$ cat config.mk
export PLATFORM = sky130hd
export DESIGN_NAME = timer_irq
export DESIGN_NICKNAME = d
export VERILOG_FILES = /design/src/rtl/timer_irq.sv
export SDC_FILE = /design/constraint.sdc
export NUM_CORES = 1
export LEC_CHECK = 0
export ABC_AREA = 1
export ABC_CLOCK_PERIOD_IN_PS = 1800
export CAP_MARGIN = 40
export CORE_AREA = 2 2 94 96
export DETAILED_ROUTE_END_ITERATION = 7
export DIE_AREA = 0 0 96 98
export PLACE_DENSITY = 0.85
export SYNTH_ARGS = -nofsm -noshare
export SYNTH_HDL_FRONTEND = slang
export SYNTH_SLANG_ARGS = --single-unit
$ cat constraint.sdc
create_clock -name Clk -period 1.8 [get_ports Clk]
set_input_delay 0.54 -clock Clk [delete_from_list [all_inputs] [get_ports Clk]]
set_output_delay 0.54 -clock Clk [all_outputs]
set_load 0.01 [all_outputs]
$ cat src/rtl/timer_irq.sv
// Memory-mapped countdown timer with CTRL/PRESET/COUNT registers.
// It raises a maskable interrupt request when the countdown expires.
module timer_irq #(
  parameter logic [31:0] MIN_PRESET = 32'd0
) (
  input  logic        Clk,
  input  logic        Reset,
  input  logic [1:0]  Addr,
  input  logic        WE,
  input  logic [31:0] Din,
  output logic [31:0] Dout,
  output logic        IRQ
);

  typedef enum logic [1:0] {
    S_IDLE,
    S_LOAD,
    S_CNT,
    S_INT
  } state_t;

  state_t      r_state;
  logic        r_enable;
  logic [1:0]  r_mode;
  logic        r_im;
  logic [31:0] r_preset;
  logic [31:0] r_count;
  logic        r_pending;
  logic        r_pulse;

  logic        w_ctrl_wr;
  logic        w_preset_wr;
  logic        w_auto;
  logic [31:0] w_preset_val;

  assign w_ctrl_wr    = WE && (Addr == 2'd0);
  assign w_preset_wr  = WE && (Addr == 2'd1);
  assign w_auto       = (r_mode == 2'b01);
  assign w_preset_val = (Din > MIN_PRESET) ? Din : MIN_PRESET;

  assign IRQ = r_im & r_pending;

  always_comb begin
    Dout = 32'd0;
    case (Addr)
      2'd0:    Dout = {28'd0, r_im, r_mode, r_enable};
      2'd1:    Dout = r_preset;
      2'd2:    Dout = r_count;
      default: Dout = 32'd0;
    endcase
  end

  // The CTRL write sits last so a CPU write beats the FSM's enable-clear.
  always_ff @(posedge Clk or negedge Reset) begin
    if (!Reset) begin
      r_state   <= S_IDLE;
      r_enable  <= 1'b0;
      r_mode    <= 2'b00;
      r_im      <= 1'b0;
      r_preset  <= 32'd0;
      r_count   <= 32'd0;
      r_pending <= 1'b0;
      r_pulse   <= 1'b0;
    end else begin
      r_pulse <= 1'b0;
      if (r_pulse) r_pending <= 1'b0;
      if (w_preset_wr) r_preset <= w_preset_val;

      case (r_state)
        S_IDLE: begin
          if (r_enable) r_state <= S_LOAD;
        end
        S_LOAD: begin
          r_count <= r_preset;
          r_state <= S_CNT;
        end
        S_CNT: begin
          if (!r_enable) begin
            r_state <= S_IDLE;
          end else if (r_count <= 32'd1) begin
            r_count <= 32'd0;
            r_state <= S_INT;
          end else begin
            r_count <= r_count - 32'd1;
          end
        end
        S_INT: begin
          r_pending <= 1'b1;
          if (w_auto) begin
            r_pulse <= 1'b1;
            r_state <= S_LOAD;
          end else begin
            r_enable <= 1'b0;
            r_state  <= S_IDLE;
          end
        end
        default: r_state <= S_IDLE;
      endcase

      if (w_ctrl_wr) begin
        r_enable  <= Din[0];
        r_mode    <= Din[2:1];
        r_im      <= Din[3];
        r_pending <= 1'b0;
        r_pulse   <= 1'b0;
      end
    end
  end

endmodule

**After elaboration in Yosys (flattened, before gate mapping)**

Index checks and enable logic that the tools add are counted.

- Word-level logic and storage cells: 51
- Input bits: 37
- Bits in writable memories: 0
- Bits in read-only memories: 0
- Memories: 0
- Latch bits: 0
- Flip-flop bits (word level): 72

- Equal/unequal tests: 10
- Bitwise logic cells: 1
- Muxes and demuxes: 19
- Multiply operators: 0
- Divide/modulo/power cells: 0
- Reduce and logical (&&, ||, !) cells: 10
- Magnitude comparators: 2
- Add/sub/neg operators: 1
- Shifts and indexed selects: 0

Operator list:

| cell | count |
|---|---|
| 32-bit two-way mux | 3 |
| 32-bit one-hot mux with 3 select lines | 1 |
| 32-bit one-hot mux with 2 select lines | 1 |
| 32-bit by 1-bit greater-than comparator with 1-bit output, second input constant | 1 |
| 32-bit by 1-bit less-or-equal comparator with 1-bit output, second input constant | 1 |
| 32-bit by 1-bit subtractor with 32-bit output, second input constant | 1 |
| 1-bit two-way mux | 10 |
| 2-bit one-hot mux with 4 select lines | 1 |
| 2-bit by 1-bit equality test with 1-bit output, second input constant | 3 |
| 2-bit equality test, second input constant | 3 |
| 2-bit two-way mux | 3 |
| 2-bit != test, second input constant | 3 |
| 2-bit AND reduction | 3 |
| 2-bit logical NOT | 2 |
| 2-bit nonzero test | 2 |
| 3-bit != test, second input constant | 1 |
| 3-bit nonzero test | 1 |
| 1-bit logical AND | 2 |
| 1-bit AND | 1 |

**Depth between registers and ports, before layout**

Gate-level depths: netlist (run 1).

- Depth in word-level cells: 4
- Gate-level depth with buffers: 12
- Gate-level depth less buffers: 12

**Worst setup path after synthesis (run 1)**

Ideal clock, no wire load.

- Path type: in2out
- From: in Addr[0]
- To: out Dout[10]
- Cell stages on the path: 5
- Required time: 1.260 ns
- Arrival time: 1.232 ns
- Slack: 0.028 ns
- Buffers on the path: 1
- Cells stage by stage: inv_1 nor2_4 clkbuf_1 nand2_1 o21ai_0

- Longest elaborated chain between the ends: 2
- Elaborated cells between the ends (all ways): 4
- Those cells by class: eq/ne: 2; mux: 1; reduce/logical: 1

Ends and longest elaborated chain:

| what | line | source |
|---|---|---|
| start: declaration | 8 | `input logic [1:0] Addr,` |
| 2-bit equality test, or another cell as far along | 45 | `case (Addr)` |
| 32-bit one-hot mux with 3 select lines (*) | 45 |  |
| end: declaration | 11 | `output logic [31:0] Dout,` |

Mark *: on every way between the ends. The rest lies on a longest branch, timed or not.

**Worst setup path in the final report (run 1)**

- From: in Addr[0]
- To: out Dout[28]

The elaborated chain is that of the path after synthesis.

==> results of run 1 <==
==> repair_timing <==
item                                    CTS  global route
endpoints found under the setup margin   37            64
hold buffers                              0             0
gates resized for setup                 184            50
setup buffers                             9             7
pin swaps                                 2             6
gates cloned                              2             2
==> worst max path at each step <==
stage | to | slack (ps) | cells after the start
2_1_floorplan | Dout[10] | 30 | 5
3_3_place_gp | Dout[25] | -870 | 7
3_5_place_dp | Dout[24] | -920 | 7
4_1_cts | Dout[25] | -120 | 9
5_1_grt | Dout[0] | -110 | 7
6_report | Dout[28] | -90 | 6
==> registers in the layout (all words and copies together) (netlist names) <==
name	cells
r_count	32
r_enable	1
r_im	1
r_mode	2
r_pending	1
r_preset	32
r_pulse	1
r_state	2
==> critical path: stages <==
cell       delay, ps
buf_8            100
inv_4             60
nand2_2          110
clkbuf_16        220
o21ai_0          160
buf_2            160
==> layer usage <==
metal | global-route usage (%) | up-vias | part of all wire (%)
met5 | 0 | - | 0
met4 | 7.143 | 0 | 2.4
met3 | 6.096 | 32 | 6.6
met2 | 50.11 | 155 | 50
met1 | 37.92 | 2202 | 41
li1 | - | 2211 | -
==> per-stage QoR <==
step           util (%)  worst slack, ps  cell area [sq um]
6_report          71.55           -89.12               6057
5_1_grt           71.55           -105.2               6057
4_1_cts           69.23           -120.6               5861
3_5_place_dp      66.17           -915.2               5602
3_3_place_gp      66.17           -870.9               5602
2_1_floorplan         -            28.16               4467
==> cells by family (layout without fill, tap and decap cells) <==
group	Yosys count	after routing	synth area share, %
and+or+nand+nor	350	350	32.16
buffers and inverters	92	217	8.179
AOI/OAI and AO/OA	74	74	8.963
DFF	72	72	40.34
muxes	28	28	7.059
xor gates and xnor gates	14	14	2.745
adders and majority gates	2	2	0.5601
==> final cells by class <==
class,count,share of cell area (%)
Timing Repair Buffer,128,18.88
Tap cell,108,2.231
Inverter,73,4.689
Sequential cell,72,29.75
Clock inverter,7,1.157
Clock buffer,9,2.045
Multi-Input combinational cell,468,41.25
==> Yosys cell counts <==
master	number	area, sq um
a21oi_1	2	10.01
and2_1	1	6.260
buf_2	4	20.02
buf_4	2	15.01
buf_6	1	11.26
clkbuf_1	12	45.04
dfrtp_1	72	1802
ha_1	2	25.02
inv_1	70	262.8
inv_2	3	11.26
mux2_2	28	315.3
nand2_1	253	949.7
nand2_2	6	37.54
nand2_4	1	11.26
nand3_1	16	80.08
nand4_1	4	25.02
nor2_1	57	214.0
nor2_2	5	31.28
nor2_4	5	56.30
nor2_8	1	20.02
nor3_1	1	5.000
o211ai_1	3	22.52
o21ai_0	38	190.2
o21ai_1	17	85.08
o221ai_1	2	17.52
o22ai_1	12	75.07
xnor2_1	1	8.760
xor2_1	13	113.9
==> power breakdown <==
part	leakage [nW]	switching, mW	internal (mW)
Sequential	0.889	0.404	2.13
Clock	0.0994	0.692	0.640
Combinational	2.14	2.88	1.93
==> cell usage in the layout, fill, tap and decap left out, types with 2 or more instances in the layout <==
cell type / Yosys / final
clkbuf_8: 0 / 9
xor2_1: 13 / 13
o21ai_0: 38 / 24
mux2_2: 28 / 28
buf_6: 1 / 3
buf_4: 2 / 44
nor2_1: 57 / 44
buf_12: 0 / 9
o21ai_2: 0 / 3
nand3_1: 16 / 16
o211ai_1: 3 / 3
nand2_1: 253 / 238
inv_1: 70 / 65
o22ai_1: 12 / 7
a21oi_1: 2 / 2
buf_2: 4 / 33
dfrtp_1: 72 / 72
nor2_4: 5 / 11
inv_2: 3 / 6
nand2_2: 6 / 17
buf_8: 0 / 3
nand2_4: 1 / 5
nor2_2: 5 / 12
clkinv_2: 0 / 3
o21ai_1: 17 / 28
clkbuf_16: 0 / 2
nand4_1: 4 / 4
clkdlybuf4s50_1: 0 / 33
o22ai_2: 0 / 5
==> metrics.md, run 1 <==
| Metric | Value |
|---|---|
| Result of the run | `complete, but fails checks` |
| Failing checks | `setup timing` |
| #FFs+latches synth | `72` |
| Final Hold Viols | `0` |
| GR Overflow Total | `0` |
| Routed vias/inst | `5.318` |
| # IOs | `70` |
| Vias in the first global route | `4587` |
| Finished Layout Cells | `865` |
| Initial antenna violation count | `0` |
| CP startpoint | `Addr[0]` |
| Slew Limit Fails | `0` |
| Skew final | `16.15 ps` |
| Maximum root-to-sink buffer count | `2` |
| RR Startpoint | `r_count[9]$_DFFE_PN0P_` |
| Root Driver | `clkbuf_8` |
| DR DRC count | `0` |
| Unrepaired setup endpoints after global routing | `true` |
| Dpl cells | `834` |
| Setup TNS | `-1440 ps` |
| Post-synthesis average cell area | `7.068 sq um` |
| Synth warnings | `0` |
| Fillers | `660` |
| Total die area | `9408 sq um` |
| Nets | `791` |
| Average wire per standard cell | `15.68 um` |
| Critical Path Start Type | `primary input` |
| Post-detail-place hpwl | `8886 um` |
| Sequential area share after synthesis | `40.34%` |
| Pwr Density | `1432 nW/um^2` |
| IO Port Bufs | `69` |
| Crit Path Class | `in2out` |
| Largest net degree at the start of global routing | `73` |
| Cell variety after synth | `28` |
| Hold WC Path Type | `in2async` |
| Max Clk Rate | `529.3 MHz` |
| Leak Pwr | `3.131 nW` |
| Final worst slack | `-89.12 ps` |
| Worst Reg-to-Reg Cells | `12` |
| Min Clock Period, post-route | `1889 ps` |
| Tot GR Track Use | `29.41%` |
| Row count | `34` |
| Peak supply drop | `0.0007661 V` |
| Final setup viols | `31` |
| Vias | `4600` |
| DRT Wirelength | `13560 um` |
| Syn Nets | `671` |
| DRT Pass-1 Iters | `5` |
| Reg-to-Reg End | `r_count[31]$_DFFE_PN0P_` |
| Initial Utilization | `52.76%` |
| Worst-path clk slew | `80 ps` |
| Crit-path max FO | `16` |
| Area Overhead vs Synth | `35.60%` |
| Slew headroom | `72.07%` |
| H-tree levels | `3` |
| Die height | `98 um` |
| Max Cap Viol | `0` |
| Area occupied by multi-input gates | `2499 sq um` |
| Chip Width | `96 um` |
| Syn Std Cell Area | `4467 sq um` |
| CP required | `1260 ps` |
| Antenna-violating nets left | `0` |
| Final Cycle Share | `105.0%` |
| Placeable Area | `8466 sq um` |
| Worst Max-Slew Pin Slew | `419.0 ps` |
| FF-to-FF setup slack | `70 ps` |
| Antenna cell count | `0` |
| GPL Wtd Cong | `0.9453` |
| Register Area | `1802 sq um` |
| Global-route wire length before repair | `21510 um` |
| CP endpoint kind | `output port` |
| Clk_lat worst skew | `370 ps` |
| Power Total | `8.675 mW` |
| Share of cells above drive strength 1 | `26.82%` |
| Initial DRC Count | `317` |
| Synth Instances | `632` |
| Total CTS buffers | `9` |
| Arr. time, crit path | `1350 ps` |
| Hold_ws | `169.2 ps` |
| CTS tree | `built` |
| Clock Sinks | `72` |
Note: power is estimated with default switching activity, not from simulation.
==> run 2: changes to the inputs <==
--- a/config.mk
+++ b/config.mk
@@ -8,10 +8,10 @@
 export ABC_AREA = 1
 export ABC_CLOCK_PERIOD_IN_PS = 1800
 export CAP_MARGIN = 40
-export CORE_AREA = 2 2 94 96
+export CORE_AREA = 2 2 103 105
 export DETAILED_ROUTE_END_ITERATION = 7
-export DIE_AREA = 0 0 96 98
-export PLACE_DENSITY = 0.85
+export DIE_AREA = 0 0 105 107
+export PLACE_DENSITY = 0.74
 export SYNTH_ARGS = -nofsm -noshare
 export SYNTH_HDL_FRONTEND = slang
 export SYNTH_SLANG_ARGS = --single-unit
==> metrics.md, run 2 (synthesis gave the netlist of run 1 again) <==
| Metric | Value |
|---|---|
| Tot GR Track Use | `24.46%` |
| Root Driver | `clkbuf_8` |
| Nets | `798` |
| Largest registers | `r_count (32), r_preset (32)` |
| Slew headroom | `73.11%` |
| Final setup viols | `32` |
| Routed vias/inst | `5.121` |
| # hold bufs at CTS | `0` |
| Clock Sinks | `72` |
| Row count | `37` |
| Result of the run | `complete, but fails checks` |
| Chip Width | `105 um` |
| Setup TNS | `-3711 ps` |
| Max Cap Viol | `0` |
| Average wire per standard cell | `15.12 um` |
| Peak supply drop | `0.0006816 V` |
| Vias | `4609` |
| IO Port Bufs | `69` |
| Final Hold Viols | `0` |
| Clk_lat worst skew | `370 ps` |
| CP required | `1260 ps` |
| Worst Reg-to-Reg Cells | `12` |
| Total die area | `11240 sq um` |
| Most common cell after layout, fill and taps aside | `nand2_1` |
| Total CTS buffers | `9` |
| Skew final | `8.229 ps` |
| Logic pwr share | `56.8%` |
| DR DRC count | `0` |
| RR Startpoint | `r_count[9]$_DFFE_PN0P_` |
| Failing checks | `setup timing` |
| GPL Wtd Cong | `0.9598` |
| Worst Max-Slew Pin Slew | `403.4 ps` |
| Reg-to-Reg End | `r_count[16]$_DFFE_PN0P_` |
| # IOs | `70` |
| Initial antenna violation count | `0` |
| Area Overhead vs Synth | `38.85%` |
| Worst-path clk slew | `80 ps` |
| Final Cycle Share | `109.7%` |
| Pwr Density | `1464 nW/um^2` |
| Initial Utilization | `44.26%` |
| H-tree levels | `3` |
| Global-route wire length before repair | `21800 um` |
| GR Overflow Total | `0` |
| Int Power | `4.967 mW` |
| Arr. time, crit path | `1440 ps` |
| Largest net degree at the start of global routing | `73` |
| Hold WC Path Type | `in2async` |
| Max Clk Rate | `506.3 MHz` |
| Leak Pwr | `3.153 nW` |
| Antenna cell count | `0` |
| Power share of the sequential group | `28.2%` |
| Most frequent cells in the layout | `236 x nand2_1, 71 x dfrtp_1, 66 x inv_1, 48 x buf_4, 40 x nor2_1` |
| Die height | `107 um` |
| DRT Pass-1 Iters | `4` |
| Switch Pwr | `4.116 mW` |
| Initial DRC Count | `258` |
| Unrepaired setup endpoints after global routing | `true` |
| Slew Limit Fails | `0` |
| Final worst slack | `-175.2 ps` |
| Maximum root-to-sink buffer count | `2` |
| Critical Path Start Type | `primary input` |
| CP endpoint kind | `output port` |
| Min Clock Period, post-route | `1975 ps` |
| CTS tree | `built` |
| Antenna-violating nets left | `0` |
| Post-detail-place hpwl | `9390 um` |
| Clk pwr share | `15.0%` |
| FF-to-FF setup slack | `80 ps` |
| Crit Path Class | `in2out` |
| DRT Wirelength | `13610 um` |
| Share of cells above drive strength 1 | `29.06%` |
| Vias in the first global route | `4708` |
| Crit-path max FO | `7` |
| Placeable Area | `10090 sq um` |
| Hold_ws | `184.7 ps` |
| Switching Share | `45.32%` |
[run 2: cell count changes in the layout (fill, tap and decap cells not counted), moves of 4 or more]
cell and delta:
o21ai_2 +4, o21ai_0 -6, buf_6 +8, nor2_1 -4
buf_4 +4, nor2_2 +4
[run 2: worst max path at each step]
stage                       start        to  slack [ps]  cells after the start
after floorplan           Addr[0]  Dout[10]          30                      5
after global routing      Addr[0]  Dout[21]        -230                      8
after global placement    Addr[0]  Dout[14]        -960                      6
final                     Addr[0]   Dout[0]        -180                      8
after CTS                 Addr[1]  Dout[12]        -250                      8
after detailed placement  Addr[0]  Dout[21]        -990                      6
[run 2: cell type report]
cell class / instances / area [sq um]
inverter: 73 / 281.5
clock buffer: 11 / 151.4
clock inverter: 5 / 55.05
tap: 136 / 170.2
multi-input combinational: 468 / 2552
fill: 932 / 3890
timing repair buffer: 135 / 1189
sequential: 72 / 1803
[run 2: metrics by stage]
stage	worst slack [ps]	util (%)	std cells	power, mW	area [sq um]
floorplan	28.16	-	632	5.255	4467
global placement	-956.6	56.30	868	6.919	5682
detailed placement	-986.9	56.30	868	7.054	5682
CTS	-246.7	58.74	892	8.419	5928
global route	-228.5	61.46	900	9.766	6202
finish	-175.2	61.46	900	9.083	6202
[run 2: power groups by stage]
stage / sequential [mW] / clock [mW] / combinational [mW]
after floorplan: 2.57 / 0 / 2.68
after global placement: 2.51 / 0 / 4.41
after CTS: 2.51 / 1.38 / 4.53
after detailed placement: 2.54 / 0 / 4.52
final: 2.56 / 1.36 / 5.16
after global routing: 2.61 / 1.45 / 5.70
[run 2: critical path, cell delays in order]
cell and delay (ps):
buf_2 130, inv_4 50, nor2_4 140, buf_6 130, buf_6 100, inv_6 50
o221ai_4 150, buf_6 130
[run 2: metal layers]
layer  up-vias  routed length, um  track usage [%]
met5         -                  0                0
met4         0                414            10.19
met3        33                658            4.559
met2       133               6885            43.18
met1      2214               5648            29.30
li1       2229                  -                -
[run 2: what timing repair did]
action                                 CTS  global route
endpoints found under the hold margin    0             0
pin swaps                                0            12
setup endpoints to repair               33            64
cloned                                   1             3
resized for setup                      183            65
setup buffers                            7             7
